## src/rtl/pc_redirect.sv

```systemverilog
// pc_redirect -- fetch program-counter sequencer with ID-stage redirect.
//
// Issues sequential fetch requests (pc, pc+4, ...) to instruction memory.
// Taken branches, JAL and JALR resolved in ID redirect the fetch stream.
// A redirect that arrives while a fetch request is still waiting for
// ready parks the target in pend_pc. The old request then completes,
// and the response that belongs to it is killed.
//
// Optional feature macro: REDIRECT_CNT_EN
//   defined   -> 32-bit saturating redirect_cnt / fetch_cnt counters
//   undefined -> counter ports tied to zero, no counter flops
module pc_redirect #(
    parameter logic [63:0] RESET_PC = 64'h0
) (
    input  logic        clk,
    input  logic        rst,
    input  logic        id_valid,
    input  logic [63:0] id_pc,
    input  logic [63:0] id_imm,
    input  logic        br_taken,
    input  logic        id_jal,
    input  logic        id_jalr,
    input  logic [63:0] jalr_base,
    input  logic        stall_if,
    input  logic        imem_req_ready,
    output logic        imem_req_valid,
    output logic [63:0] imem_req_addr,
    output logic        flush_if_id,
    output logic        kill_resp,
    output logic        misalign,
    output logic [31:0] redirect_cnt,
    output logic [31:0] fetch_cnt
);

    typedef enum logic [1:0] {
        ST_INIT       = 2'd0,
        ST_FETCH      = 2'd1,
        ST_HOLD_REDIR = 2'd2
    } state_e;

    // PC-relative target used by conditional branches and JAL (wraps mod 2^64).
    function automatic logic [63:0] branch_target(input logic [63:0] pc,
                                                  input logic [63:0] imm);
        return pc + imm;
    endfunction

    // Register-relative JALR target; bit 0 is always cleared.
    function automatic logic [63:0] jalr_target(input logic [63:0] base,
                                                input logic [63:0] imm);
        logic [63:0] sum;
        sum = base + imm;
        return {sum[63:1], 1'b0};
    endfunction

    // Sequential fetch address; wraps from the top of memory to zero silently.
    function automatic logic [63:0] seq_pc(input logic [63:0] pc);
        return pc + 64'd4;
    endfunction

    state_e      state_q;
    state_e      state_d;
    logic [63:0] pc_q;
    logic [63:0] pc_d;
    logic [63:0] pend_pc_q;
    logic [63:0] pend_pc_d;
    logic        req_hold_q;
    logic        req_hold_d;
    logic        kill_q;
    logic        kill_d;

    logic        redirect_s;
    logic [63:0] target_s;
    logic        req_valid_s;
    logic        take_redirect_s;
    logic        flush_s;
    logic        misalign_s;
    logic        handshake_s;
    logic        req_stuck_s;

    // Decode the ID-stage control transfer and pick its target address.
    always_comb begin
        redirect_s = id_valid & (br_taken | id_jal | id_jalr);
        if (id_jalr) begin
            target_s = jalr_target(jalr_base, id_imm);
        end else begin
            target_s = branch_target(id_pc, id_imm);
        end
    end

    // FSM output decode: request valid plus the redirect side-effect pulses.
    always_comb begin
        req_valid_s     = 1'b0;
        take_redirect_s = 1'b0;
        flush_s         = 1'b0;
        misalign_s      = 1'b0;
        case (state_q)
            ST_INIT: begin
                req_valid_s = 1'b0;
            end
            ST_FETCH: begin
                // A request that was already presented stays up until accepted,
                // even if the hazard unit stalls fetch meanwhile.
                req_valid_s     = ~stall_if | req_hold_q;
                take_redirect_s = redirect_s;
                flush_s         = redirect_s;
                misalign_s      = redirect_s & target_s[1];
            end
            ST_HOLD_REDIR: begin
                // The old request must complete before the target is fetched;
                // ID activity is ignored here.
                req_valid_s = 1'b1;
            end
            default: begin
                req_valid_s = 1'b0;
            end
        endcase
    end

    assign handshake_s = req_valid_s & imem_req_ready;
    assign req_stuck_s = req_valid_s & ~imem_req_ready;

    // FSM next-state logic.
    always_comb begin
        state_d = state_q;
        case (state_q)
            ST_INIT: begin
                state_d = ST_FETCH;
            end
            ST_FETCH: begin
                if (take_redirect_s && req_stuck_s) begin
                    state_d = ST_HOLD_REDIR;
                end else begin
                    state_d = ST_FETCH;
                end
            end
            ST_HOLD_REDIR: begin
                if (handshake_s) begin
                    state_d = ST_FETCH;
                end else begin
                    state_d = ST_HOLD_REDIR;
                end
            end
            default: begin
                state_d = ST_INIT;
            end
        endcase
    end

    // FSM state register.
    always_ff @(posedge clk or posedge rst) begin
        if (rst) begin
            state_q <= ST_INIT;
        end else begin
            state_q <= state_d;
        end
    end

    // Datapath next values: fetch pc, parked target, hold flag and kill pulse.
    always_comb begin
        pc_d       = pc_q;
        pend_pc_d  = pend_pc_q;
        req_hold_d = req_stuck_s;
        kill_d     = 1'b0;
        case (state_q)
            ST_INIT: begin
                pc_d = pc_q;
            end
            ST_FETCH: begin
                if (take_redirect_s) begin
                    if (req_stuck_s) begin
                        // Keep the unaccepted address stable; park the target.
                        pend_pc_d = target_s;
                    end else begin
                        pc_d = target_s;
                    end
                end else if (handshake_s) begin
                    pc_d = seq_pc(pc_q);
                end else begin
                    pc_d = pc_q;
                end
            end
            ST_HOLD_REDIR: begin
                if (handshake_s) begin
                    pc_d   = pend_pc_q;
                    kill_d = 1'b1;
                end else begin
                    pc_d = pc_q;
                end
            end
            default: begin
                pc_d = pc_q;
            end
        endcase
    end

    // Datapath registers.
    always_ff @(posedge clk or posedge rst) begin
        if (rst) begin
            pc_q       <= RESET_PC;
            pend_pc_q  <= 64'h0;
            req_hold_q <= 1'b0;
            kill_q     <= 1'b0;
        end else begin
            pc_q       <= pc_d;
            pend_pc_q  <= pend_pc_d;
            req_hold_q <= req_hold_d;
            kill_q     <= kill_d;
        end
    end

    assign imem_req_valid = req_valid_s;
    assign imem_req_addr  = pc_q;
    assign flush_if_id    = flush_s;
    assign misalign       = misalign_s;
    assign kill_resp      = kill_q;

`ifdef REDIRECT_CNT_EN
    // Saturating increment for the statistics counters.
    function automatic logic [31:0] sat_inc(input logic [31:0] cnt);
        return (cnt == 32'hFFFF_FFFF) ? cnt : (cnt + 32'd1);
    endfunction

    logic [31:0] redirect_cnt_q;
    logic [31:0] redirect_cnt_d;
    logic [31:0] fetch_cnt_q;
    logic [31:0] fetch_cnt_d;

    // Counter next values: accepted redirects and fetch handshakes.
    always_comb begin
        if (take_redirect_s) begin
            redirect_cnt_d = sat_inc(redirect_cnt_q);
        end else begin
            redirect_cnt_d = redirect_cnt_q;
        end
        if (handshake_s) begin
            fetch_cnt_d = sat_inc(fetch_cnt_q);
        end else begin
            fetch_cnt_d = fetch_cnt_q;
        end
    end

    // Counter registers.
    always_ff @(posedge clk or posedge rst) begin
        if (rst) begin
            redirect_cnt_q <= 32'h0;
            fetch_cnt_q    <= 32'h0;
        end else begin
            redirect_cnt_q <= redirect_cnt_d;
            fetch_cnt_q    <= fetch_cnt_d;
        end
    end

    assign redirect_cnt = redirect_cnt_q;
    assign fetch_cnt    = fetch_cnt_q;
`else
    assign redirect_cnt = 32'h0;
    assign fetch_cnt    = 32'h0;
`endif

endmodule
```

## config.mk

```make
export PLATFORM = sky130hd
export DESIGN_NAME = pc_redirect
export DESIGN_NICKNAME = d
export VERILOG_FILES = /design/src/rtl/pc_redirect.sv
export SDC_FILE = /design/constraint.sdc
export NUM_CORES = 1
export LEC_CHECK = 0
export CAP_MARGIN = 30
export CELL_PAD_IN_SITES_DETAIL_PLACEMENT = 0
export CELL_PAD_IN_SITES_GLOBAL_PLACEMENT = 2
export CORE_UTILIZATION = 33
export CTS_BUF_LIST = sky130_fd_sc_hd__clkbuf_4 sky130_fd_sc_hd__clkbuf_8
export DETAILED_ROUTE_END_ITERATION = 8
export PLACE_DENSITY_LB_ADDON = 0.1
export SYNTH_ARGS = -nofsm -noshare
export SYNTH_HDL_FRONTEND = slang
export SYNTH_SLANG_ARGS = --single-unit
```

## constraint.sdc

```tcl
create_clock -name clk -period 7.7 [get_ports clk]
set_input_delay 2.31 -clock clk [delete_from_list [all_inputs] [get_ports clk]]
set_output_delay 2.31 -clock clk [all_outputs]
set_load 0.005 [all_outputs]
```

### Word-level counts from Yosys, hierarchy flattened

Cells that the tools add are included.

* bits in registers: 132
* input port bits: 200
* output and inout port bits: 132
* word-level logic and storage cells: 41

* add/subtract/negate cells: 3
* eq/ne operators: 5
* mux-type cells: 14
* bitwise operators: 9
* reductions and logical operators: 5

Operators with widths (count)
* $mux 64: 5
* $add 64x64->64: 2
* $pmux 64 s2: 1
* $add 64x3->64 const B: 1
* $ne 3x3->1 const B: 2
* $pmux 2 s3: 1
* $and 1x1->1: 4
* $mux 1: 4
* $mux 2: 2
* $reduce_and 4->1: 1
* $or 1x1->1: 3
* $reduce_and 3->1: 1
* $eq 2x1->1 const B: 1
* $eq 2x2->1 const B: 1
* $logic_not 2->1: 1
* $ne 2x2->1 const B: 1
* $not 1->1: 2
* $pmux 1 s2: 1
* $reduce_bool 2->1: 1
* $logic_and 1x1->1: 1

### Depth between registers and ports, before layout

Gate-level depths: netlist of the first run.

* word-level depth: 7
* mapped depth: 13

### Worst setup path after synthesis of the first run

OpenSTA, ideal clock, no wires.

* path kind: input to output
* start: input id_jal
* end: output misalign
* arrival time: 3.637 ns
* slack: 1.753 ns
* stages: 7
* buffers on the path: 3
* path through: o31ai_1 > or2_2 > clkbuf_1 > inv_1 > clkbuf_1 > clkbuf_1 > and2_1

* word-level cells in the longest chain between the ends: 5

Ends and longest elaborated chain
* start, declared: line 21 `input logic id_jal,`
* $or 1x1->1 (2 in series): line 82 `redirect_s = id_valid & (br_taken | id_jal | id_jalr);`
* $and 1x1->1: line 82
* $and 1x1->1: line 106 `misalign_s = redirect_s & target_s[1];`
* $mux 1: line 96 `case (state_q)`
* end, declared: line 30 `output logic misalign,`

Every way passes these cells.

### Worst setup path after layout of the first run

* start: input id_imm[0]
* end: output misalign

* word-level cells in the longest chain between the ends: 4

Ends and longest elaborated chain
* start, declared: line 19 `input logic [63:0] id_imm,`
* $add 64x64->64, on equally long branches: line 44, 51
* $mux 64 *: line 83 `if (id_jalr) begin`
* $and 1x1->1 *: line 106
* $mux 1 *: line 96

Every way passes the cells marked *; elsewhere a longest branch is shown, timed or not.

==> reports/results.txt, run 1 <==
status: finished, violations left
failing checks: DRC
RSZ-0062 raised after global routing: false
Max Slew Vio Count: 0
router iterations before antenna repair: 7
worst hold start: pend_pc_q[47]
worst slew pin tran: 0.9296 ns
total CTS buffers: 17
I/O Pins: 332
Clock Pin Slew Worst Setup and Hold Paths: 0.08 ns
crit path max fanout: 3
Post-DRT Antenna Nets: 0
synth-to-layout area growth: 20.56%
PD cells: 233.9 mW/mm^2
post-cts hold buffer count: 0
design area: 0.01965 mm^2
DP HPWL: 52,230 um
count of input and output buffers: 267
TritonCTS clock tree: done
Leakage: 0.008066 uW
#FFs+latches synth: 132
WHS Endpoint: pend_pc_q[47]
sequential share of the synthesized area: 0.2026
vias post-DR: 17,340
Crit Path Class: input port to output port
ANT cells: 0
initial antenna violation count: 0
period utilization: 0.8901
CP Capture Type: output port
global-route wire length before repair: 99,260 um
cells after synthesis: 2,244
syn_area_per_cell: 7.264 um^2
mapped cell area: 0.01630 mm^2
Hold Path Cell Cnt: 2
Placeable Area: 0.04885 mm^2
placer congestion estimate: 0.9120
die area: 0.05029 mm^2
post-CTS sizing: 0
most frequent cells in the layout: 297 x nand2_1, 266 x clkdlybuf4s50_1, 246 x a21oi_1
DP Area: 0.01927 mm^2
Layout Utilization: 0.4023
post-route DRC violation count: 2
global-route usage over all layers: 0.2540
row cnt: 81
R2R cell count: 10
max_cap viols: 0
CTS sink count: 132
Initial DRC Count: 1,211
setup TNS: 0 ns
number of enable flip-flop cells after synthesis: 0
Die W: 224.3 um
total congestion overflow: 0
Worst R2R Setup Slack: 3.73 ns
postcts setup bufs: 0
latest clock arrival within the worst-skew pair: 0.47 ns
hold crit path type: flop to flop
total number of yosys warnings: 0
drt wl/cell: 21.00 um
CTS Root Cell: clkbuf_8
vias in the first global route: 16,200
nature of the critical path startpoint: input port
reg2reg start: imem_req_addr[2]
Distinct cells, synth: 83
peak supply drop: 0.1321 mV
share of layout cells above drive strength 1: 0.03864
Initial Util: 0.3337
Rel. slew slack: 0.3802
Final #Nets: 2,752
Data arrival, critical path: 4.54 ns
Die Y: 224.3 um
Most used DFF post-synth: dfrtp_1
endpoints failing setup: 0
RR Endpoint: imem_req_addr[58]
post-route minimum period: 6.854 ns
most common cell after layout, fill and taps aside: nand2_1
Crit path required time: 5.39 ns
vias per cell: 5.597
final hold vios: 0
largest net degree at the start of global routing: 91
Max clock buf depth: 2
Routed WL: 65,040 um
Post-synth ARST share: 1.000
fmax: 0.1459 GHz
worst clock skew: 0.01649 ns
Clock H-tree levels: 4
==> sequential cells by signal, summed over array words and instances (netlist names) <==
register and flops:
req_hold_q 1, pend_pc_q 64, imem_req_addr 64, kill_resp 1, state_q 2
==> Yosys cell counts, types with 9 or more instances <==
cell type	count	share of area
a21boi_0	10	0.0046
nor3_1	39	0.012
ha_1	130	0.10
clkbuf_1	107	0.025
nand2b_1	15	0.0058
xor2_1	50	0.027
o21a_1	30	0.014
o21ai_0	155	0.048
dfrtp_1	132	0.20
a221oi_1	15	0.0081
buf_1	11	0.0025
nand4_1	60	0.023
o22ai_1	13	0.0050
a21o_1	50	0.023
and3_1	34	0.013
and4_1	14	0.0075
a31oi_1	27	0.010
buf_4	64	0.029
buf_2	13	0.0040
nor4_1	10	0.0038
o221ai_1	9	0.0048
o31ai_1	15	0.0069
o211ai_1	23	0.011
a211oi_1	36	0.017
nand2_1	298	0.069
and2_1	16	0.0061
mux2i_1	26	0.016
nand3_1	61	0.019
o21ai_1	47	0.014
inv_1	53	0.012
or3_1	17	0.0065
nor2_1	165	0.038
a21oi_1	246	0.076
o21bai_1	27	0.012
xnor2_1	97	0.052
==> worst max-delay path: stages <==
cell,delay [ns]
clkdlybuf4s50_1,0.52
ha_1,0.23
inv_1,0.07
fa_1,0.42
mux2i_1,0.30
and2_1,0.20
clkdlybuf4s50_1,0.50
==> how the worst max path moves through the flow <==
stage | from | to | slack [ns] | depth (start not counted)
floorplan | id_jal | misalign | 1.75 | 7
global placement | id_imm[0] | misalign | 0.82 | 7
detailed placement | id_imm[0] | misalign | 0.83 | 7
CTS | id_imm[0] | misalign | 0.82 | 7
global route | id_imm[0] | misalign | 0.74 | 7
finish | id_imm[0] | misalign | 0.85 | 7
==> per-stage QoR <==
step	total power (uW)	setup slack, ns	hold slack (ns)	cells
2_1_floorplan	2890	1.753	0.4381	2307
3_3_place_gp	3981	0.8154	0.4529	3063
3_5_place_dp	4014	0.8344	0.4572	3064
4_1_cts	4603	0.8227	0.4759	3096
5_1_grt	4969	0.7423	0.5012	3097
6_report	4596	0.8463	0.4746	3097
==> per-layer routing <==
layer  part of all wire  vias to the layer above  global-route usage
met3              0.059                       31             0.03357
met4             0.0069                        0             0.03336
met1               0.50                     8286              0.3871
met5                  0                        -                   0
li1                   -                     8461                   -
met2               0.43                      557              0.3852
==> kinds of logic (layout without fill, tap and decap cells) <==
group / after synthesis / after routing / synth area share
AO/OA/AOI/OAI: 786 / 786 / 0.3033
AND/OR/NAND/NOR: 770 / 770 / 0.2224
buffers and inverters: 248 / 374 / 0.07284
XOR/XNOR: 147 / 147 / 0.07898
adder cells (fa/ha/maj): 132 / 132 / 0.1022
flip-flops: 132 / 132 / 0.2026
multiplexers: 28 / 28 / 0.01735
other: 1 / 64 / 0.0002301
==> cell type report <==
type,count,area (um^2)
fill,5185,29200
inverter,53,203.9
clock buffer,17,234.0
multi-input combinational,1927,12080
timing repair buffer,289,2853
tap,664,830.8
clock inverter,15,147.6
sequential,132,3303
==> where the power goes <==
group	internal [uW]	leakage (uW)	switching, uW
Sequential	1030	0.00162	354
Combinational	1150	0.00627	1500
Clock	261	0.000180	312
No activity file was read; power rests on OpenSTA's default activity.
==> run 2, diff against run 1 <==
Settings changed: CTS_BUF_LIST sky130_fd_sc_hd__clkbuf_4 sky130_fd_sc_hd__clkbuf_8 to sky130_fd_sc_hd__clkbuf_4, GPL_TIMING_DRIVEN set to 0.
==> run 2 against run 1 <==
Net effect: the run still ends with DRC left; via count up 6.3%; count of clock-buffer cells in the layout unchanged; hold slack better by 0.011 ns; largest power group unchanged; routed wire length up 12%; first-iteration DRC count up 23%; global-route usage up 3.1 points; largest cell class unchanged; combinational power up 6%; fmax down 9.8%; clock power down 14%; final area up 3.8%; sequential share of layout area down 0.62 points; final cell count up 5.7%.
==> reports/results.txt, run 2 (synthesis gave the netlist of run 1 again) <==
status: finished, violations left
failing checks: DRC
placer congestion estimate: 0.9324
Crit Path Class: input port to output port
I/O Pins: 332
Clock Pin Slew Worst Setup and Hold Paths: 0.13 ns
CP Cell Sequence: clkdlybuf4s50_1 > o31ai_4 > or2_2 > clkbuf_1 > inv_1 > clkbuf_2 > and2_1 > clkdlybuf4s50_1
Max Slew Vio Count: 0
vias post-DR: 18,420
total CTS buffers: 17
drt wl/cell: 22.31 um
Final Non-Filler Cells: 3,274
Post-DRT Antenna Nets: 0
post-route DRC violation count: 3
share of layout cells above drive strength 1: 0.05711
Worst path max stage delay: 0.78 ns
Final #Nets: 2,928
Initial Util: 0.3337
RSZ-0062 raised after global routing: false
CTS sink count: 132
max_cap viols: 0
Data arrival, critical path: 5.28 ns
vias per cell: 5.626
DP HPWL: 60,050 um
Slowest cell on crit path: clkdlybuf4s50_1
Routed WL: 73,050 um
most common cell after layout, fill and taps aside: nand2_1
global-route usage over all layers: 0.2847
final hold vios: 0
worst slew pin tran: 1.052 ns
synth-to-layout area growth: 25.19%
Layout Utilization: 0.4178
hold crit path type: flop to flop
count of input and output buffers: 267
initial antenna violation count: 1
TritonCTS clock tree: done
vias in the first global route: 17,210
die area: 0.05029 mm^2
CP Buf/Inv Count: 5
router iterations before antenna repair: 8
largest net degree at the start of global routing: 77
postcts setup bufs: 0
Placed Cells: 3,242
peak supply drop: 0.1025 mV
Most common cell on crit path: clkdlybuf4s50_1
post-route minimum period: 7.595 ns
Initial DRC Count: 1,495
row cnt: 81
Die W: 224.3 um
Leakage: 0.008480 uW
PD cells: 230.1 mW/mm^2
worst clock skew: 0.03790 ns
period utilization: 0.9863
total power: 4696 uW
Crit path required time: 5.39 ns
CTS Root Cell: clkbuf_4
nature of the critical path startpoint: input port
Rel. slew slack: 0.2877
crit path max fanout: 12
total congestion overflow: 0
endpoints failing setup: 0
global-route wire length before repair: 108,900 um
fmax: 0.1317 GHz
CP Capture Type: output port
latest clock arrival within the worst-skew pair: 0.60 ns
Clock H-tree levels: 4
top cell family by delay on the critical path: buffers and inverters
Die Y: 224.3 um
Max clock buf depth: 2
design area: 0.02041 mm^2
DP Area: 0.02011 mm^2
most frequent cells in the layout: 298 x nand2_1, 267 x clkdlybuf4s50_1, 246 x a21oi_1
Placeable Area: 0.04885 mm^2
## run 2: changes by cell type in the layout (fill, tap and decap cells not counted), sizes merged
cell,delta
clkbuf,+106
buf,+69
inv,-2
bufinv,+1
clkdlybuf4s50,+1
clkinvlp,+1
diode,+1
## run 2: metal layers
layer	wire length, um	GRT usage	up-vias
met3	4385	0.02521	56
li1	-	-	8813
met2	32070	0.4418	704
met5	0	0	-
met1	35530	0.4264	8846
met4	1069	0.05662	0
## run 2: worst paths after layout
path	startpoint	endpoint	slack (ns)	depth (start not counted)
worst min-delay path	pend_pc_q[12]	pend_pc_q[12]	0.49	2
worst max-delay path	id_jalr	misalign	0.11	8
worst max register to register	imem_req_addr[2]	imem_req_addr[58]	3.70	10
max in group asynchronous	rst	pend_pc_q[19]	4.74	3
worst min register to register	pend_pc_q[12]	pend_pc_q[12]	0.49	2
min in group asynchronous	rst	pend_pc_q[51]	2.15	2
## run 2: timing repair
| action | in CTS | in global routing |
|---|---|---|
| resized for setup | 3 | 1 |
| hold buffers | 0 | 0 |
| endpoints found under the setup margin | 2 | 1 |
## run 2: worst register-to-register path: cells and delay by family (launching register included)
kind	cells	cell delay, ns
compound gates	2	0.20
xor+xnor	1	0.24
fa+ha+maj	1	0.25
flops	1	0.49
simple gates	6	2.70
## run 2: cell type report
cell class	instances	area, um^2
inverter	53	203.9
buffer	194	987.2
fill	5181	28440
multi-input combinational	1927	12070
clock buffer	17	127.6
clock inverter	15	155.1
antenna	1	2.502
timing repair buffer	271	2730
sequential	132	3303
tap	664	830.8
## run 2: through the flow
step / setup TNS [ns] / worst slack (ns) / hold WS (ns)
after floorplan: 0 / 1.753 / 0.4381
after global placement: -66.71 / -0.5109 / 0.4548
after detailed placement: -0.7573 / -0.4495 / 0.4584
after CTS: 0 / 0.03817 / 0.4888
after global routing: 0 / 0.03178 / 0.5114
final: 0 / 0.1053 / 0.4856
## run 2: power breakdown
group	leakage [uW]	total, uW	switching [uW]	internal, uW
Clock	0.000138	494	301	193
Sequential	0.00162	1400	377	1020
Combinational	0.00672	2800	1640	1160
==> variant, RTL diff (config.mk and constraints of run 1) <==
Encoding of `state_e`: now one-hot (3 bits for 3 states).
--- a/src/rtl/pc_redirect.sv
+++ b/src/rtl/pc_redirect.sv
@@ -34,6 +34,6 @@
 
-    typedef enum logic [1:0] {
-        ST_INIT       = 2'd0,
-        ST_FETCH      = 2'd1,
-        ST_HOLD_REDIR = 2'd2
+    typedef enum logic [2:0] {
+        ST_INIT       = 3'b001,
+        ST_FETCH      = 3'b010,
+        ST_HOLD_REDIR = 3'b100
     } state_e;
Formal check against the unedited RTL: same outputs for any inputs over 4 cycles, from zero or initial values and one cycle with rst high; so few cycles prove little.
==> variant against run 1 <==
- sequential cell count rose by 1
- synthesized cell count fell by 3.0%
- total power fell by 9.9%
- worst hold slack got worse by 0.52 ps
- the flow still finishes with violations (DRC)
- area after synthesis fell by 3.9%
- design area fell by 3.1%
- count of clock-buffer cells in the layout rose by 3
- routed wire length fell by 1.7%
- worst setup slack improved by 26 ps
- non-clock buffer count fell by 4
- largest power group unchanged
- highest routed layer unchanged
- combinational power fell by 18%
==> variant: results (changes against run 1) <==
[power_and_ir_drop]
power.internal_mw = 2.31  ; was 2.43 mW
peakVddDrop_v = 0.0000972  ; was 0.000132 V
leakagePower_nw = 7.92  ; was 8.07 nW

[placed_design]
place.gp.congestion = 0.891  ; was 0.912
place_hpwl_mm = 51.1  ; was 52.2 mm
portBuffers = 267  ; unchanged
place_inst = 2950  ; was 3064
pre_cts_ws_ps = 876  ; was 834 ps

[finish]
clock_buffers = 20  ; was 17
multi_input_cells = 1878  ; was 1927
buffer_area_frac = 0.149  ; was 0.145
drive_gt1_frac = 0.0354  ; was 0.0386
nFlopsAndLatches = 133  ; was 132
num-fill-cells = 4961  ; was 5185
nonClockBufferCount = 285  ; was 289
register_area_um2 = 3330  ; was 3300 µm²
multi_input_area_share = 0.603  ; was 0.615
inverters = 47  ; was 53
nNetsFinal = 2690  ; was 2752
sh_seq_area = 0.175  ; was 0.168
final-clk-cell-share = 0.0237  ; was 0.0194

[critical_path]
r2r_cells = 10  ; unchanged
r2r_end = imem_req_addr[43]  ; was imem_req_addr[58]
cp.arrival_ps = 4520  ; was 4540 ps
r2r_start = state_q[2]  ; was imem_req_addr[2]
r2r_setup_slack_ps = 3580  ; was 3730 ps

[detailed_routing]
wl_mm = 64.0  ; was 65.0 mm
drt_drc_violations_left = 18  ; was 2
via_count = 16800  ; was 17300
m1WireLength_mm = 33.9  ; was 32.7 mm
wl_met2_mm = 26.1  ; was 28.1 mm
drt_iter0_markers = 1501  ; was 1211
wl_per_cell_um = 21.4  ; was 21.0 µm
drt-pass1-iter-count = 9  ; was 7
dr_wl_met3_mm = 3.01  ; was 3.85 mm

[yosys]
synth_seq_area_share = 0.213  ; was 0.203
synthTopCellsByArea = dfrtp_1 21%, ha_1 10%, a21oi_1 8.4%  ; was dfrtp_1 20%, ha_1 10%, a21oi_1 7.6%
synth_top_cells_by_count = 274 x nand2_1, 262 x a21oi_1, 219 x nor2_1, 215 x o21ai_0, 132 x dfrtp_1  ; was 298 x nand2_1, 246 x a21oi_1, 165 x nor2_1, 155 x o21ai_0, 132 x dfrtp_1
syn_area_per_cell_um2 = 7.20  ; was 7.26 µm²
synth_cell_type_count = 80  ; was 83

[sta]
period_share = 0.887  ; was 0.890
tightest_slew_ps = 959  ; was 930 ps
whs_ps = 474  ; was 475 ps
fin_worst_skew_ps = 10.5  ; was 16.5 ps

[grt]
grt_max_degree = 97  ; was 91
grt_util_met2 = 0.371  ; was 0.385
antenna_found_initial = 0  ; unchanged
grt_first_pass_wirelength_mm = 96.3  ; was 99.3 mm
gr-usage-all-layers = 0.261  ; was 0.254
met1_usage = 0.415  ; was 0.387
grt_pass1_vias = 15600  ; was 16200
grt_util_met3 = 0.0250  ; was 0.0336

[floorplan]
well_tap_count = 607  ; was 664

[status]
violations = DRC  ; unchanged
status = complete, but fails checks  ; unchanged

[hold_path]
hp-start = pend_pc_q[52]  ; was pend_pc_q[47]
whs_endpoint = pend_pc_q[52]  ; was pend_pc_q[47]

[clock_network]
clockRootBuffer = clkbuf_8  ; unchanged

## variant: cell count changes after synthesis, moves of 14 or more
| cell | change |
|---|---|
| xor2_1 | +16 |
| o21a_1 | -14 |
| nor2_1 | +54 |
| o21ai_1 | -35 |
| nand2_1 | -24 |
| mux2i_1 | -16 |
| a21oi_1 | +16 |
| o21ai_0 | +60 |
## variant: logic make-up after synthesis
group                    count (synthesis)  synth area share
buffers and inverters                  228            0.0706
XOR/XNOR                               166            0.0929
AND/OR/NAND/NOR                        756             0.218
other                                    1          0.000240
adder cells (fa/ha/maj)                128             0.103
multiplexers                            15           0.00999
AO/OA/AOI/OAI                          749             0.293
flip-flops                             133             0.213
## variant: power by group through the flow
stage	logic, mW	registers [mW]	clock network, mW
6_report	2.17	1.30	0.673
5_1_grt	2.39	1.35	0.715
4_1_cts	2.15	1.30	0.689
3_5_place_dp	2.14	1.31	0
3_3_place_gp	2.13	1.30	0
2_1_floorplan	1.29	1.23	0
